[src/rtl/dump_pkg.sv]
// Shared constants and state encoding for the index dump serializer.
// Default frame geometry matches the processor's ten 64-bit observation words.
package dump_pkg;

  localparam int          NUM_WORDS_D    = 10;
  localparam int          WORD_W_D       = 64;
  localparam logic [7:0]  SYNC_BYTE_D    = 8'hA5;
  localparam int          BYTES_PER_WORD = WORD_W_D / 8;

  typedef enum logic [1:0] {
    IDLE = 2'd0,
    HDR  = 2'd1,
    DATA = 2'd2,
    CHK  = 2'd3
  } state_t;

  // Counter width that never collapses to zero bits for tiny frames.
  function automatic int cnt_w(input int nbytes);
    return (nbytes > 1) ? $clog2(nbytes) : 1;
  endfunction

endpackage

[src/rtl/index_dump_serializer.sv]
// Snapshots NUM_WORDS words on start and streams them as a framed byte sequence:
// SYNC, data bytes little-endian (word 0 first), XOR checksum of the data bytes.
module index_dump_serializer
  import dump_pkg::*;
#(
  parameter int          NUM_WORDS = NUM_WORDS_D,
  parameter int          WORD_W    = WORD_W_D,
  parameter logic [7:0]  SYNC_BYTE = SYNC_BYTE_D
) (
  input  logic                        clk,
  input  logic                        reset,
  input  logic                        start,
  input  logic [NUM_WORDS*WORD_W-1:0] idx_flat,
  output logic [7:0]                  tx_data,
  output logic                        tx_valid,
  input  logic                        tx_ready,
  output logic                        busy,
  output logic                        done
);

  localparam int             NBYTES = NUM_WORDS * WORD_W / 8;
  localparam int             CW     = cnt_w(NBYTES);
  localparam logic [CW-1:0]  LAST   = CW'(NBYTES - 1);

  state_t                    r_state;
  state_t                    w_state_nx;
  logic [NBYTES-1:0][7:0]    r_snap;
  logic [CW-1:0]             r_cnt;
  logic [7:0]                r_csum;
  logic                      r_done;
  logic                      w_hs;
  logic [7:0]                w_byte;

  assign w_hs     = tx_valid && tx_ready;
  assign w_byte   = r_snap[r_cnt];
  assign tx_valid = (r_state != IDLE);
  assign busy     = (r_state != IDLE);
  assign done     = r_done;

  always_comb begin
    w_state_nx = r_state;
    case (r_state)
      IDLE: if (start)                  w_state_nx = HDR;
      HDR:  if (w_hs)                   w_state_nx = DATA;
      DATA: if (w_hs && r_cnt == LAST)  w_state_nx = CHK;
      CHK:  if (w_hs)                   w_state_nx = IDLE;
      default:                          w_state_nx = IDLE;
    endcase
  end

  always_comb begin
    tx_data = 8'h00;
    case (r_state)
      HDR:     tx_data = SYNC_BYTE;
      DATA:    tx_data = w_byte;
      CHK:     tx_data = r_csum;
      default: tx_data = 8'h00;
    endcase
  end

  always_ff @(posedge clk) begin
    if (reset) begin
      r_state <= IDLE;
      r_snap  <= '0;
      r_cnt   <= '0;
      r_csum  <= 8'h00;
      r_done  <= 1'b0;
    end else begin
      r_state <= w_state_nx;
      r_done  <= (r_state == CHK) && w_hs;
      // Capture happens on the acceptance edge so later input changes cannot leak in.
      if (r_state == IDLE && start) begin
        r_snap <= idx_flat;
        r_cnt  <= '0;
        r_csum <= 8'h00;
      end
      if (r_state == DATA && w_hs) begin
        r_csum <= r_csum ^ w_byte;
        if (r_cnt != LAST) r_cnt <= r_cnt + 1'b1;
      end
    end
  end

endmodule

[config.mk]
export PLATFORM = sky130hd
export DESIGN_NAME = index_dump_serializer
export DESIGN_NICKNAME = d
export VERILOG_FILES = /design/src/rtl/dump_pkg.sv /design/src/rtl/index_dump_serializer.sv
export SDC_FILE = /design/constraint.sdc
export NUM_CORES = 2
export LEC_CHECK = 0
export ABC_AREA = 1
export CORE_MARGIN = 4
export CORE_UTILIZATION = 45
export DETAILED_ROUTE_END_ITERATION = 6
export PLACE_DENSITY = 0.77
export SLEW_MARGIN = 30
export SYNTH_ARGS = -nofsm -noshare
export SYNTH_HDL_FRONTEND = slang
export SYNTH_SLANG_ARGS = --single-unit
[constraint.sdc]
create_clock -name clk -period 4.6 [get_ports clk]
set_clock_uncertainty 0.2 [all_clocks]
set_input_delay 0.46 -clock clk [delete_from_list [all_inputs] [get_ports clk]]
set_output_delay 0.46 -clock clk [all_outputs]
set_load 0.05 [all_outputs]
==> impl_metrics.toml <==
[sta]
relSlewSlack_pct = 40.94
setup_tns_ps = 0
finalCritPeriodShare_pct = 93.62
drv_slew = 0
tightest_slew_ps = 882.6
rsz0062_at_grt = "false"
setup_viol = 0
hold_viol_final = 0
min_period_ps = 4307
fmax_mhz = 232.2

[setup_path]
cp_max_fo = 117
path_class = "register to primary output"
crit_arrival_ps = 3650
cp-start-kind = "register"
cp-end-kind = "primary output"
required_ps = 3940

[detailed_routing]
postRouteWirelength_um = 110400
drt_iter0_markers = 3187
num_vias = 31120
ant_nets = 0
first_pass_iters = 7
drc = 12
viasPerCell = 5.273
wl_per_cell_um = 18.71

[die]
die_y_um = 265.8
coreArea_um2 = 65860
fp.dieW_um = 265.8
io_pins = 655
num_rows = 94
design.die.area_um2 = 70660
start_util_pct = 45.42

[yosys]
avgSynthCellArea_um2 = 6.601
synth-seq-cells = 658
synth_nets = 5181
yosysWarnings = 0
netlist_instances = 4532
ys_types = 29
syn_area_um2 = 29910
yosysSeqAreaShare_pct = 44.04

[outcome]
status = "complete, but fails checks"
violations = "DRC"

[cts]
htree_levels = 3
cts_setup_buffers = 0
path_clk_slew_ps = 60
cts_made_buffers = 71
clkLatencyLatePin_ps = 600
cts_tree = "built"
clockBufferDepth = 3
cts_hold_buf = 0
root_buffer = "clkbuf_16"
cts_sinks = 658
ctsResizeCount = 0

[layout]
final_net_count = 5611
postLayoutCellArea_um2 = 39060
syn_to_final_growth_pct = 30.58
drive_gt1_share_pct = 3.631
nFillCells = 6106

[global_route]
grtUsageTotal_pct = 29.43
grt_pass1_wl_um = 164600
overflow = 0
grt_pass1_vias = 28790
antenna_found_initial = 32
grt_max_degree = 179

[pwr]
combPwrFrac_pct = 29.4
swShare_pct = 34.16
switchingPower_mw = 6.530
intPower_mw = 12.59
p_leak_nw = 16.00
p_seq_share_pct = 39.7
ir_drop_mv = 0.4109
power_density_nw_per_um2 = 489.4
clkPwrFrac_pct = 30.9

[placement]
place_hpwl_um = 75690
finalWeightedCongestion = 0.8897
port_buffers = 654
placed_cell_area_um2 = 36630

[run]
cap_violations = 0

[worst_hold_path]
hp-class = "register to register"
-- path summary, 6_finish.rpt --
check | from | end | slack [ps] | cells past startpoint
setup / recovery | r_cnt[0] | tx_data[2] | 290 | 16
hold / removal | r_snap[178] | r_snap[178] | 250 | 2
setup reg to reg | r_state[1] | r_snap[415] | 1510 | 6
hold reg to reg | r_snap[178] | r_snap[178] | 250 | 2
-- state kept, by name, summed over array words and instances (netlist names) --
| register | flops |
|---|---|
| done | 1 |
| r_cnt | 7 |
| r_csum | 8 |
| r_snap | 640 |
| r_state | 2 |
-- cell type report --
type	count	area (µm²)	area share, %
timing repair buffer	703	7169	18.35
inverter	407	1555	3.981
tap	864	1081	2.767
antenna	24	60.06	0.1537
clock inverter	27	336.6	0.8616
sequential	658	13180	33.74
multi-input combinational	3121	13640	34.92
clock buffer	97	2038	5.218
-- synth_stat cells --
cell / n / share of area, %
o21ai_1: 21 / 0.35
buf_6: 16 / 0.60
a21boi_1: 4 / 0.10
a211oi_1: 1 / 0.025
ha_1: 5 / 0.21
buf_4: 19 / 0.48
inv_1: 399 / 5.0
o41ai_1: 1 / 0.029
nor2_1: 924 / 12
nor3_2: 1 / 0.033
nand2_1: 788 / 9.9
buf_1: 5 / 0.063
o221ai_1: 4 / 0.12
clkbuf_1: 230 / 2.9
a21oi_1: 365 / 6.1
clkinv_1: 4 / 0.050
dfxtp_1: 658 / 44
o21ai_0: 729 / 12
o22ai_1: 22 / 0.46
clkbuf_2: 1 / 0.017
a2111oi_1: 1 / 0.033
a221oi_1: 2 / 0.059
inv_4: 1 / 0.021
buf_2: 75 / 1.3
nor2_2: 1 / 0.021
nand3_1: 236 / 3.9
nor3_1: 3 / 0.050
inv_2: 3 / 0.038
o211ai_1: 13 / 0.33
-- layout by cell type (no fill, tap or decap), types with 3 or more instances in the layout --
master	instances
o21ai_0	729
o211ai_1	13
bufinv_16	7
o21ai_1	21
clkinv_2	14
clkbuf_8	10
o22ai_1	22
diode_2	24
ha_1	5
nor3_1	3
nand2_1	787
a21oi_1	365
inv_6	3
o221ai_1	4
clkbuf_16	74
nor2_1	923
inv_8	3
inv_2	3
dfxtp_1	655
nand3_1	236
buf_4	35
clkinv_1	3
clkbuf_1	13
buf_12	22
a21boi_1	4
clkdlybuf4s50_1	646
inv_1	397
-- layer usage --
metal | track usage [%] | vias up | part of all wire, %
met5 | 0 | - | 0.082
met4 | 10.37 | 14 | 3.3
met3 | 5.892 | 218 | 8.2
met2 | 48.99 | 1280 | 47
met1 | 38.24 | 14280 | 41
li1 | - | 15330 | -
-- logic make-up (layout without fill, tap and decap cells) --
kind of cell | after synthesis | in the layout | share of synthesized area, %
buffers and inverters | 753 | 1234 | 10.41
AOI/OAI and AO/OA | 1163 | 1163 | 19.81
adders and majority gates | 5 | 5 | 0.2091
DFF | 658 | 658 | 44.04
and+or+nand+nor | 1953 | 1953 | 25.54
other | 0 | 24 | 0
-- per-stage QoR --
step / hold slack [ps] / utilization, % / setup WS (ps) / cells / total power, mW
after floorplan: 224.5 / - / 1707 / 4532 / 11.33
final: 250.0 / 59.31 / 293.4 / 5901 / 19.12
after global routing: 268.7 / 59.26 / 83.19 / 5888 / 20.23
after detailed placement: 242.9 / 55.61 / 1014 / 5753 / 13.23
after CTS: 246.8 / 59.22 / 342.8 / 5877 / 19.13
after global placement: 235.9 / 55.61 / 1034 / 5753 / 13.10
-- power by group through the flow --
stage / Clock [mW] / Sequential (mW) / Combinational (mW)
finish: 5.91 / 7.59 / 5.61
detailed placement: 0 / 7.69 / 5.54
global placement: 0 / 7.64 / 5.46
floorplan: 0 / 7.54 / 3.79
global route: 6.19 / 7.71 / 6.33
CTS: 5.96 / 7.57 / 5.59
-- critical path: stages, from the launching register on --
cell and delay [ps]:
dfxtp_4 390, inv_8 530, buf_12 350, nand2_1 90, nand3_1 70, nand3_1 120, nand3_1 120, nand2_1 90
nand2_1 110, nand2_1 80, o21ai_1 300, nand2_1 150, nand2_1 80, nand2_1 60, nand2_1 50, nand2_1 140
buf_12 190
(Power assumes the default switching activity.)
